===== src/rtl/roi_pkg.sv =====
// roi_pkg: shared constants, packer state encoding and skid entry layout for roi_pack
// Contents:
//   BIT_D_DEF, LANES_DEF - default pixel width and lane count
//   pack_state_t         - packer FSM states (FILL collecting lanes, HOLD closed word parked)
//   skid_entry_t         - skid buffer entry {data, keep, last} at default widths
//   entry_width()        - entry width for any BIT_D/LANES pair
package roi_pkg;

    localparam int BIT_D_DEF = 8;
    localparam int LANES_DEF = 4;

    typedef enum logic {FILL, HOLD} pack_state_t;

    typedef struct packed {
        logic [BIT_D_DEF*LANES_DEF-1:0] data;
        logic [LANES_DEF-1:0]           keep;
        logic                           last;
    } skid_entry_t;

    function automatic int entry_width(input int bit_d, input int lanes);
        return bit_d * lanes + lanes + 1;
    endfunction

endpackage


===== src/rtl/roi_axis_skid.sv =====
// roi_axis_skid: two-entry output buffer decoupling the packer from downstream backpressure
// Ports:
//   clk_i, arst_i - clock, asynchronous active-high reset
//   i_push        - write i_data this cycle (caller only pushes when o_space is set)
//   i_data        - entry to store
//   o_space       - a slot is free now or frees this cycle through a pop
//   o_valid       - head entry present
//   o_data        - head entry, held until popped
//   i_ready       - downstream accepts head entry
module roi_axis_skid #(
    parameter int W = 8
) (
    input  logic         clk_i,
    input  logic         arst_i,
    input  logic         i_push,
    input  logic [W-1:0] i_data,
    output logic         o_space,
    output logic         o_valid,
    output logic [W-1:0] o_data,
    input  logic         i_ready
);

    logic [W-1:0] r_mem [2];
    logic         r_wr;
    logic         r_rd;
    logic [1:0]   r_cnt;
    logic         w_pop;

    assign o_valid = r_cnt != 2'd0;
    assign w_pop   = o_valid && i_ready;
    assign o_space = r_cnt != 2'd2 || w_pop;
    assign o_data  = r_mem[r_rd];

    // A push into a full buffer lands on the head slot, which is leaving in the same cycle.
    always_ff @(posedge clk_i or posedge arst_i) begin
        if (arst_i) begin
            r_mem[0] <= '0;
            r_mem[1] <= '0;
            r_wr     <= 1'b0;
            r_rd     <= 1'b0;
            r_cnt    <= 2'd0;
        end else begin
            if (i_push) begin
                r_mem[r_wr] <= i_data;
                r_wr        <= ~r_wr;
            end
            if (w_pop)
                r_rd <= ~r_rd;
            r_cnt <= r_cnt + 2'(i_push) - 2'(w_pop);
        end
    end

endmodule


===== src/rtl/roi_pack.sv =====
// roi_pack: packs a stream of ROI pixels into LANES-wide words with keep mask and frame last
// Ports:
//   clk_i, arst_i            - clock, asynchronous active-high reset
//   s_tdata_i/s_tvalid_i/s_tlast_i/s_tready_o - pixel input stream
//   m_tdata_o/m_tkeep_o/m_tvalid_o/m_tlast_o/m_tready_i - packed word output stream
//   word_cnt_o, frame_cnt_o  - handed-off word and frame counters (only with ROI_PACK_STAT_EN)
// Build option: define ROI_PACK_STAT_EN to add the statistics counters.
module roi_pack
    import roi_pkg::*;
#(
    parameter int BIT_D = BIT_D_DEF,
    parameter int LANES = LANES_DEF
) (
    input  logic                   clk_i,
    input  logic                   arst_i,
    input  logic [BIT_D-1:0]       s_tdata_i,
    input  logic                   s_tvalid_i,
    input  logic                   s_tlast_i,
    output logic                   s_tready_o,
    output logic [BIT_D*LANES-1:0] m_tdata_o,
    output logic [LANES-1:0]       m_tkeep_o,
    output logic                   m_tvalid_o,
    output logic                   m_tlast_o,
`ifdef ROI_PACK_STAT_EN
    output logic [31:0]            word_cnt_o,
    output logic [15:0]            frame_cnt_o,
`endif
    input  logic                   m_tready_i
);

    localparam int LW = $clog2(LANES);
    localparam int DW = BIT_D * LANES;
    localparam int EW = entry_width(BIT_D, LANES);

    typedef struct packed {
        logic [DW-1:0]    data;
        logic [LANES-1:0] keep;
        logic             last;
    } entry_t;

    pack_state_t      r_state;
    logic             r_s_tready;
    logic [LW-1:0]    r_lane;
    logic [DW-1:0]    r_data;
    logic [LANES-1:0] r_keep;
    entry_t           r_hold;

    entry_t           w_word;
    entry_t           w_push_entry;
    entry_t           w_out_entry;
    logic             w_accept;
    logic             w_close;
    logic             w_push;
    logic             w_space;

    assign s_tready_o = r_s_tready;
    assign w_accept   = s_tvalid_i && r_s_tready;
    assign w_close    = w_accept && (r_lane == LW'(LANES - 1) || s_tlast_i);

    // Word as it looks with the current pixel merged in; unfilled lanes stay zero.
    always_comb begin
        w_word      = '{data: r_data, keep: r_keep | (LANES'(1) << r_lane), last: s_tlast_i};
        w_word.data[r_lane*BIT_D +: BIT_D] = s_tdata_i;
    end

    assign w_push       = (r_state == HOLD) ? w_space : (w_close && w_space);
    assign w_push_entry = (r_state == HOLD) ? r_hold : w_word;

    // s_tready_o is registered: it only reflects the next FSM state, never m_tready_i directly.
    always_ff @(posedge clk_i or posedge arst_i) begin
        if (arst_i) begin
            r_state    <= FILL;
            r_s_tready <= 1'b0;
            r_lane     <= '0;
            r_data     <= '0;
            r_keep     <= '0;
            r_hold     <= '0;
        end else begin
            if (w_accept) begin
                r_lane <= w_close ? '0 : r_lane + LW'(1);
                r_data <= w_close ? '0 : w_word.data;
                r_keep <= w_close ? '0 : w_word.keep;
            end
            case (r_state)
                FILL: begin
                    if (w_close && !w_space) begin
                        r_state    <= HOLD;
                        r_hold     <= w_word;
                        r_s_tready <= 1'b0;
                    end else begin
                        r_s_tready <= 1'b1;
                    end
                end
                HOLD: begin
                    if (w_space) begin
                        r_state    <= FILL;
                        r_s_tready <= 1'b1;
                    end
                end
                default: r_state <= FILL;
            endcase
        end
    end

    roi_axis_skid #(.W(EW)) u_skid (
        .clk_i   (clk_i),
        .arst_i  (arst_i),
        .i_push  (w_push),
        .i_data  (w_push_entry),
        .o_space (w_space),
        .o_valid (m_tvalid_o),
        .o_data  (w_out_entry),
        .i_ready (m_tready_i)
    );

    assign m_tdata_o = w_out_entry.data;
    assign m_tkeep_o = w_out_entry.keep;
    assign m_tlast_o = w_out_entry.last;

`ifdef ROI_PACK_STAT_EN
    logic [31:0] r_word_cnt;
    logic [15:0] r_frame_cnt;

    always_ff @(posedge clk_i or posedge arst_i) begin
        if (arst_i) begin
            r_word_cnt  <= '0;
            r_frame_cnt <= '0;
        end else if (m_tvalid_o && m_tready_i) begin
            r_word_cnt  <= r_word_cnt + 32'd1;
            r_frame_cnt <= m_tlast_o ? r_frame_cnt + 16'd1 : r_frame_cnt;
        end
    end

    assign word_cnt_o  = r_word_cnt;
    assign frame_cnt_o = r_frame_cnt;
`endif

endmodule


===== config.mk =====
export PLATFORM = sky130hd
export DESIGN_NAME = roi_pack
export DESIGN_NICKNAME = d
export VERILOG_FILES = /design/src/rtl/roi_pkg.sv /design/src/rtl/roi_axis_skid.sv /design/src/rtl/roi_pack.sv
export SDC_FILE = /design/constraint.sdc
export NUM_CORES = 1
export LEC_CHECK = 0
export ABC_CLOCK_PERIOD_IN_PS = 5990
export BUFFER_PORTS_ARGS = -buffer_cell sky130_fd_sc_hd__buf_2
export CORE_MARGIN = 2
export CORE_UTILIZATION = 45
export CTS_BUF_LIST = sky130_fd_sc_hd__clkbuf_16
export CTS_CLUSTER_DIAMETER = 30
export DETAILED_ROUTE_END_ITERATION = 12
export PLACE_DENSITY = 0.65
export SLEW_MARGIN = 5
export SYNTH_ARGS = -nofsm -noshare
export SYNTH_HDL_FRONTEND = slang
export SYNTH_SLANG_ARGS = --single-unit

===== constraint.sdc =====
create_clock -name clk_i -period 5.99 [get_ports clk_i]
set_clock_uncertainty 0.2 [all_clocks]
set_input_delay 1.4975 -clock clk_i [delete_from_list [all_inputs] [get_ports clk_i]]
set_output_delay 1.4975 -clock clk_i [all_outputs]
set_load 0.05 [all_outputs]

# --- Word level (Yosys, flattened, before mapping) ---
# Cells that the tools add are included.
totals:
  reg_bits: 155
  latch_bits: 0
  ramBits: 0
  romBits: 0
  inputBits: 13
  output_inout_bits: 39
  word_cells: 61
  n_memories: 0
op_classes:
  addsub: 4
  n_mul: 0
  div_mod_pow: 0
  n_lt_le_gt_ge: 3
  n_eq_ne: 3
  shift: 3
  mux: 18
  n_bitwise: 6
  n_reduce_logical: 11
op_table:
  columns: ["operator", "n"]
  rows:
  - ["$mux 37", 5]
  - ["$bwmux 74", 1]
  - ["$demux 37 s1", 1]
  - ["$neg 5->34", 1]
  - ["$shift 8x34->32 const A", 1]
  - ["$shiftx 8x34->32", 1]
  - ["$bwmux 32", 1]
  - ["$mux 32", 1]
  - ["$logic_and 1x1->1", 6]
  - ["$mux 1", 5]
  - ["$ge 2x2->1 const B", 2]
  - ["$mux 4", 1]
  - ["$not 1->2", 2]
  - ["$or 4x4->4", 1]
  - ["$pmux 1 s2", 2]
  - ["$shl 1x2->4 const A", 1]
  - ["$not 1->1", 3]
  - ["$add 2x1->2", 1]
  - ["$add 2x1->2 const B", 1]
  - ["$eq 2x2->1 const B", 1]
  - ["$logic_or 1x1->1", 2]
  - ["$lt 2x1->1 const B", 1]
  - ["$mux 2", 1]
  - ["$ne 2x1->1 const B", 1]
  - ["5 further kinds", 5]

# --- Longest topological paths before layout ---
# Gate-level depths: netlist (run 1).
logic_depth:
  ltp_word: 7
  mapped_depth: 10
  depth_no_buf: 7

# --- Cells and area by module ---
# Synthesis (run 1) repeated with hierarchy kept, for this count alone.
hier_totals:
  cells_unflattened: 631
  area_unflattened_um2: 7418.4
by_module_without_submodules:
  columns: ["module", "n_inst", "cells_per_inst", "area_per_inst_um2", "seq_area_each_um2"]
  rows:
  - ["roi_pack", 1, 416, 3865.0, 1926.8]
  - ["roi_axis_skid", 1, 215, 3553.4, 1951.9]

# --- Worst setup path before layout (run 1) ---
# OpenSTA, ideal clock, no wires.
synth_path:
  path_kind: "register -> output"
  start: "reg u_skid.r_rd"
  end: "out m_tdata_o[10]"
  arrival_ps: 1377
  required_time_ps: 4293
  setup_slack_ps: 2916
  path_stages_with_launch: 4
  n_path_buf: 2
  cell_sequence: "dfrtp_1 > clkbuf_1 > buf_2 > mux2_2"
synth_via:
  elab_chain_len: 4
synth_rtl:
  columns: ["element", "line_no", "source"]
  rows:
  - ["start: declaration", "roi_axis_skid.sv:25", "logic r_rd;"]
  - ["start signal: assignment", "roi_axis_skid.sv:48", "r_rd <= ~r_rd;"]
  - ["$not 1->2 (implied by the code)", "roi_axis_skid.sv:32", "assign o_data = r_mem[r_rd];"]
  - ["$mux 37 (implied by the code) (3 in series)", "roi_axis_skid.sv:32", null]
  - ["end: declaration", "roi_pack.sv:20", "output logic [BIT_D*LANES-1:0] m_tdata_o,"]
# Every way passes these cells. The select of a mux whose other input is x is not followed.

# --- Worst setup path in the final report (run 1) ---
layout_path:
  start: "reg u_skid.r_rd"
  end: "out m_tdata_o[12]"
# Same word-level chain as after synthesis.

==> results of run 1 <==
per-layer routing:
layer,track usage,up-vias
li1,-,2476
met1,0.2955,2527
met2,0.3115,151
met3,0.04823,23
met4,0.07481,0
met5,0,-
sequential cells by signal, indices dropped and copies added, names as in the netlist:
signal / cells
r_lane: 2
r_data: 32
u_skid.r_cnt: 2
r_keep: 4
s_tready_o: 1
r_hold: 37
u_skid.r_rd: 1
r_state: 1
u_skid.r_wr: 1
u_skid.r_mem: 74
where the power goes:
part	switching, mW	internal [mW]
combinational	0.717	0.297
clock	0.421	0.731
sequential	0.108	1.24
total	1.25	2.26
cells by family (layout without fill, tap and decap cells):
kind of cell / after synthesis / in the layout / share of synthesized area
AO/OA/AOI/OAI: 226 / 226 / 0.2061
AND/OR/NAND/NOR: 182 / 182 / 0.1190
flip-flops: 155 / 155 / 0.5521
buffers and inverters: 59 / 99 / 0.03758
multiplexers: 42 / 42 / 0.06679
adder cells (fa/ha/maj): 9 / 9 / 0.01603
XOR/XNOR: 2 / 2 / 0.002494
cell type report:
| class | instances | area (sq um) |
|---|---|---|
| Clock buffer | 17 | 425.4 |
| Inverter | 8 | 35.03 |
| Tap cell | 188 | 235.2 |
| Clock inverter | 15 | 206.4 |
| Sequential cell | 155 | 3879 |
| Multi-Input combinational cell | 461 | 2889 |
| Timing Repair Buffer | 59 | 315.3 |
| Fill cell | 1314 | 7217 |
through the flow:
step                      hold slack [ps]  worst slack (ps)
after global placement              256.1              2384
after detailed placement            264.5              2323
after CTS                           277.6              2430
after floorplan                     241.8             114.3
after global routing                299.1              2388
final                               274.3              2456
worst reg2reg max path, delay by kind of cell, from the launching register on:
family	cells	cell delay, ps
AOI/OAI and AO/OA	2	820
and+or+nand+nor	2	690
DFF	1	560
adders and majority gates	1	550
buffers and inverters	1	220
path summary, 6_finish.rpt:
| check | to | slack (ps) | startpoint | depth (start not counted) |
|---|---|---|---|---|
| max | m_tdata_o[12] | 2460 | u_skid.r_rd | 3 |
| min | u_skid.r_mem[31] | 270 | u_skid.r_mem[31] | 2 |
| max reg2reg | u_skid.r_mem[14] | 2790 | r_lane[0] | 6 |
| min reg2reg | u_skid.r_mem[31] | 270 | u_skid.r_mem[31] | 2 |
| max in group asynchronous | u_skid.r_mem[68] | 3370 | arst_i | 3 |
| min in group asynchronous | u_skid.r_mem[35] | 1160 | arst_i | 2 |
cells in the mapped netlist, types with 2 or more instances:
| cell | instances | share of area |
|---|---|---|
| ha_1 | 9 | 0.016 |
| dfrtp_1 | 155 | 0.55 |
| nor2_1 | 25 | 0.013 |
| a21oi_1 | 22 | 0.016 |
| nor3_2 | 3 | 0.0043 |
| buf_2 | 13 | 0.0093 |
| and4b_1 | 2 | 0.0028 |
| a21o_1 | 8 | 0.0085 |
| a32oi_1 | 7 | 0.0087 |
| o21ai_0 | 114 | 0.081 |
| xnor2_1 | 2 | 0.0025 |
| buf_4 | 3 | 0.0032 |
| o21ai_1 | 6 | 0.0043 |
| a22o_1 | 35 | 0.044 |
| o211ai_1 | 2 | 0.0021 |
| mux2_2 | 39 | 0.063 |
| and2_1 | 4 | 0.0036 |
| mux2i_1 | 3 | 0.0043 |
| a22oi_1 | 8 | 0.0085 |
| clkbuf_1 | 32 | 0.017 |
| nor2b_1 | 16 | 0.014 |
| buf_6 | 2 | 0.0032 |
| nand2_1 | 118 | 0.063 |
| a222oi_1 | 20 | 0.028 |
| nand3b_1 | 2 | 0.0021 |
| inv_1 | 8 | 0.0043 |
==> flow_summary.ini, run 1 <==
[status]
outcome = completed

[finish]
syn2layout_area_growth_pct = 13.66
fin_nets = 724
fin_cells = 903
mostFrequentLayoutCells = 155 x dfrtp_1, 118 x nand2_1, 114 x o21ai_0
layout_commonest_cell = dfrtp_1
utilization = 0.5253
finish.instance_area_sq_mm = 0.007985
layout-drive-gt1-share = 0.1916
n_antenna_cell = 0

[logic_synthesis]
synth_seq_cells = 155
synth_nets = 697
synth_warnings = 0
synthesis.area_sq_mm = 0.007025
synth-edff-count = 0
synthCells = 675
synth.avg_cell_area_sq_um = 10.41
synth-async-reset-ratio = 1.000
ys_seq_area_frac = 0.5521
ys.flop_type = dfrtp_1
synth_cell_types = 43

[timing]
max_slew_margin = 0.2798
rsz0062_at_grt = false
fmax_ghz = 0.2830
tns_ps = 0
period_minus_slack_ps = 3534
worst_pin_slew_ps = 1080
post-route-period-util = 0.5899
hold_viol_final = 0
setup_violations = 0
report.final.slew_viol_count = 0

[clocking]
ctsResizeCount = 0
cts_buffer_depth = 2
h-tree-depth = 4
clock-root-buffer = clkbuf_16
worstSkewPairLatency_ps = 430
cts-hold-fix-buffers = 0
cts_tree = built
post-cts-setup-buffer-count = 0
cts_buffers = 17
cts.sinks = 155
clk_pin_slew_ps = 60

[detailed_routing]
top_layer = met4
firstDrtPassIters = 5
met1_length_mm = 7.550
wirelength_mm = 16.17
drtIter0Drc = 540
final_antenna_net_count = 0
drc = 0
avgRoutedWirePerCell_microns = 17.91
dr_wl_met3_microns = 915
met2_length_mm = 7.410
viasPerCell = 5.733
vias = 5177

[global_routing]
grt_pass1_vias = 5040
grt_first_pass_wirelength_mm = 26.74
grt-ovfl-total = 0
antenna_found_initial = 0
track_usage = 0.2073
grt_max_degree = 123

[setup_path]
critical_path.cell_chain = buf_4, mux2_2, buf_2
crit_fanout = 38
endpoint_kind = output port
path_class = flip-flop to output port
critPathSlowestCell = buf_4
critPathMaxStageDelay_ps = 430
crit_buf_inv = 2
worstSetupStartpointType = flip-flop
cp.arrival_ps = 1840
crit_family = buffers and inverters
required_ps = 4290

[floorplan]
die_w_microns = 129.0
dieHeight_microns = 129.0
core-area_sq_mm = 0.01520
initial_core_util = 0.4621
rows = 45
io_pins = 52
die-area_sq_mm = 0.01663

[pwr]
p_per_area_mw_per_mm2 = 439.5
cellLeakagePower_nw = 3.689
peakVddDrop_mv = 0.2071
report.power.total_mw = 3.510

[run]
drv_cap = 0

[worst_hold_path]
hp-class = flip-flop to flip-flop

[placed_design]
placed_area_sq_mm = 0.007353
dp.cells = 871
place.gp.congestion = 0.7980
io_buffer_count = 51
dpl.hpwl_mm = 10.56
No activity file was read; power rests on OpenSTA's default activity.
==> run 2: changes to the inputs <==
Settings changed: ABC_CLOCK_PERIOD_IN_PS 5990 to 3300, PLACE_DENSITY 0.65 to 0.63.
Clock period 5.99 ns to 3.3 ns, I/O delays scaled along.
==> run 2 against run 1 <==
Against the previous run: final cell count rose by 0.22%; critical endpoint is now m_tdata_o[17]; largest cell class unchanged; sequential power rose by 82%; highest routed layer unchanged; clock power rose by 71%; sequential share of layout area fell by 0.27 points; first-iteration DRC count fell by 12%; via count rose by 1.9%; utilization rose by 0.30 points; final area rose by 0.56%; combinational power rose by 87%; largest power group unchanged.
==> flow_summary.ini, run 2 (synthesis results as in run 1) <==
[status]
outcome = completed

[clocking]
clock-root-buffer = clkbuf_16
worstSkewPairLatency_ps = 430
post-cts-setup-buffer-count = 0
cts-hold-fix-buffers = 0
cts_tree = built
cts_buffers = 17
cts_buffer_depth = 2
cts.sinks = 155
h-tree-depth = 4
clk_pin_slew_ps = 60
ctsResizeCount = 0

[finish]
seq_area_sq_mm = 0.003879
largest_reg_flops = 74
layout_commonest_cell = dfrtp_1
fin_nets = 728
regMostFlops = u_skid.r_mem
layout-drive-gt1-share = 0.1897
multi_input_area_sq_mm = 0.002889
mostFrequentLayoutCells = 155 x dfrtp_1, 118 x nand2_1, 114 x o21ai_0
fillers = 1329
syn2layout_area_growth_pct = 14.30
n_antenna_cell = 0
reg.largest.list = u_skid.r_mem: 74 flops, r_hold: 37 flops, r_data: 32 flops

[pwr]
peakVddDrop_mv = 0.3905
cellLeakagePower_nw = 3.718
report.power.total_mw = 6.302
p_per_area_mw_per_mm2 = 784.8

[setup_path]
r2r_start = r_lane[0]
endpoint_kind = output port
required_ps = 2270
reg2reg_to = u_skid.r_mem[20]
r2r_slack_ps = 420
critPathMaxStageDelay_ps = 440
crit_buf_inv = 2
reg2regPathDepth = 6
critPathSlowestCell = buf_4
critical_path.cell_chain = buf_4, mux2_2, buf_2
cp.arrival_ps = 1860
crit_end = m_tdata_o[17]
crit_family = buffers and inverters
path_class = flip-flop to output port
worstSetupStartpointType = flip-flop
worst-path-stages = 3
crit_fanout = 38
crit_start = u_skid.r_rd

[global_routing]
grt-ovfl-total = 0
grt_pass1_vias = 5121
grt_busiest_layer = met1
track_usage = 0.2152
grtUsageMet3 = 0.04615
use_met1 = 0.3153
antenna_found_initial = 0
grt_max_degree = 75
grt.met2_usage = 0.3115
grt_first_pass_wirelength_mm = 27.64

[placed_design]
place_ws_ps = 424.4
io_buffer_count = 51
dpl.hpwl_mm = 11.12
place.gp.congestion = 0.8041

[detailed_routing]
final_antenna_net_count = 0
drtIter0Drc = 473
vias = 5274
drc = 0
avgRoutedWirePerCell_microns = 18.60
firstDrtPassIters = 8
viasPerCell = 5.828
wirelength_mm = 16.83

[timing]
setup_violations = 0
worst_pin_slew_ps = 855.4
setup_slack_ps = 412.1
rsz0062_at_grt = false
tns_ps = 0
max_slew_margin = 0.4286
fmax_ghz = 0.3463
hold_viol_final = 0
post-route-period-util = 0.8751
period_minus_slack_ps = 2888
report.final.slew_viol_count = 0

[worst_hold_path]
hp-class = flip-flop to flip-flop

[floorplan]
die-area_sq_mm = 0.01663
die_w_microns = 129.0
initial_core_util = 0.4621
io_pins = 52
core-area_sq_mm = 0.01520
rows = 45
dieHeight_microns = 129.0

[run]
drv_cap = 0
-- run 2: cell count changes in the layout (fill, tap and decap cells not counted) --
cell        before  now
clkinv_2         3    2
clkinvlp_4       4    2
buf_4            8    7
buf_12           0    5
inv_6            1    0
clkinv_1         1    4
bufinv_16        5    4
-- run 2: power breakdown --
| group | switching, mW | total, mW | internal, mW |
|---|---|---|---|
| clock | 0.734 | 1.97 | 1.24 |
| combinational | 1.33 | 1.89 | 0.561 |
| sequential | 0.200 | 2.44 | 2.24 |
| total | 2.26 | 6.30 | 4.04 |
-- run 2: worst min path at each step --
stage                           startpoint                to  slack [ps]  cells after the start
after floorplan                 r_hold[20]        r_hold[20]         240                      2
after global placement     u_skid.r_mem[0]   u_skid.r_mem[0]         260                      2
after detailed placement  u_skid.r_mem[16]  u_skid.r_mem[16]         260                      2
after CTS                 u_skid.r_mem[16]  u_skid.r_mem[16]         280                      2
after global routing      u_skid.r_mem[57]  u_skid.r_mem[57]         300                      2
final                     u_skid.r_mem[52]  u_skid.r_mem[52]         270                      2
-- run 2: final cells by class --
class | count | share of cell area
Sequential cell | 155 | 0.4830
Multi-Input combinational cell | 461 | 0.3598
Clock buffer | 17 | 0.05298
Timing Repair Buffer | 63 | 0.05079
Tap cell | 188 | 0.02929
Clock inverter | 13 | 0.01994
Inverter | 8 | 0.004207
-- run 2: layer usage --
layer,vias up,share of wire
li1,2482,-
met1,2591,0.47
met2,172,0.45
met3,29,0.054
met4,0,0.023
met5,-,0
-- run 2: tightest hold or removal path, stage by stage, from the launching register on --
cell	delay, ps
dfrtp_1	330
nand2_1	40
o21ai_0	60
-- run 2: per-stage QoR --
| step | util | cells | area [sq um] | hold WS [ps] |
|---|---|---|---|---|
| after detailed placement | 0.4897 | 875 | 7445 | 264.3 |
| after floorplan | - | 675 | 7029 | 241.8 |
| after CTS | 0.5282 | 905 | 8030 | 278.5 |
| after global routing | 0.5282 | 905 | 8030 | 298.8 |
| final | 0.5282 | 905 | 8030 | 271.1 |
| after global placement | 0.4897 | 875 | 7445 | 255.5 |
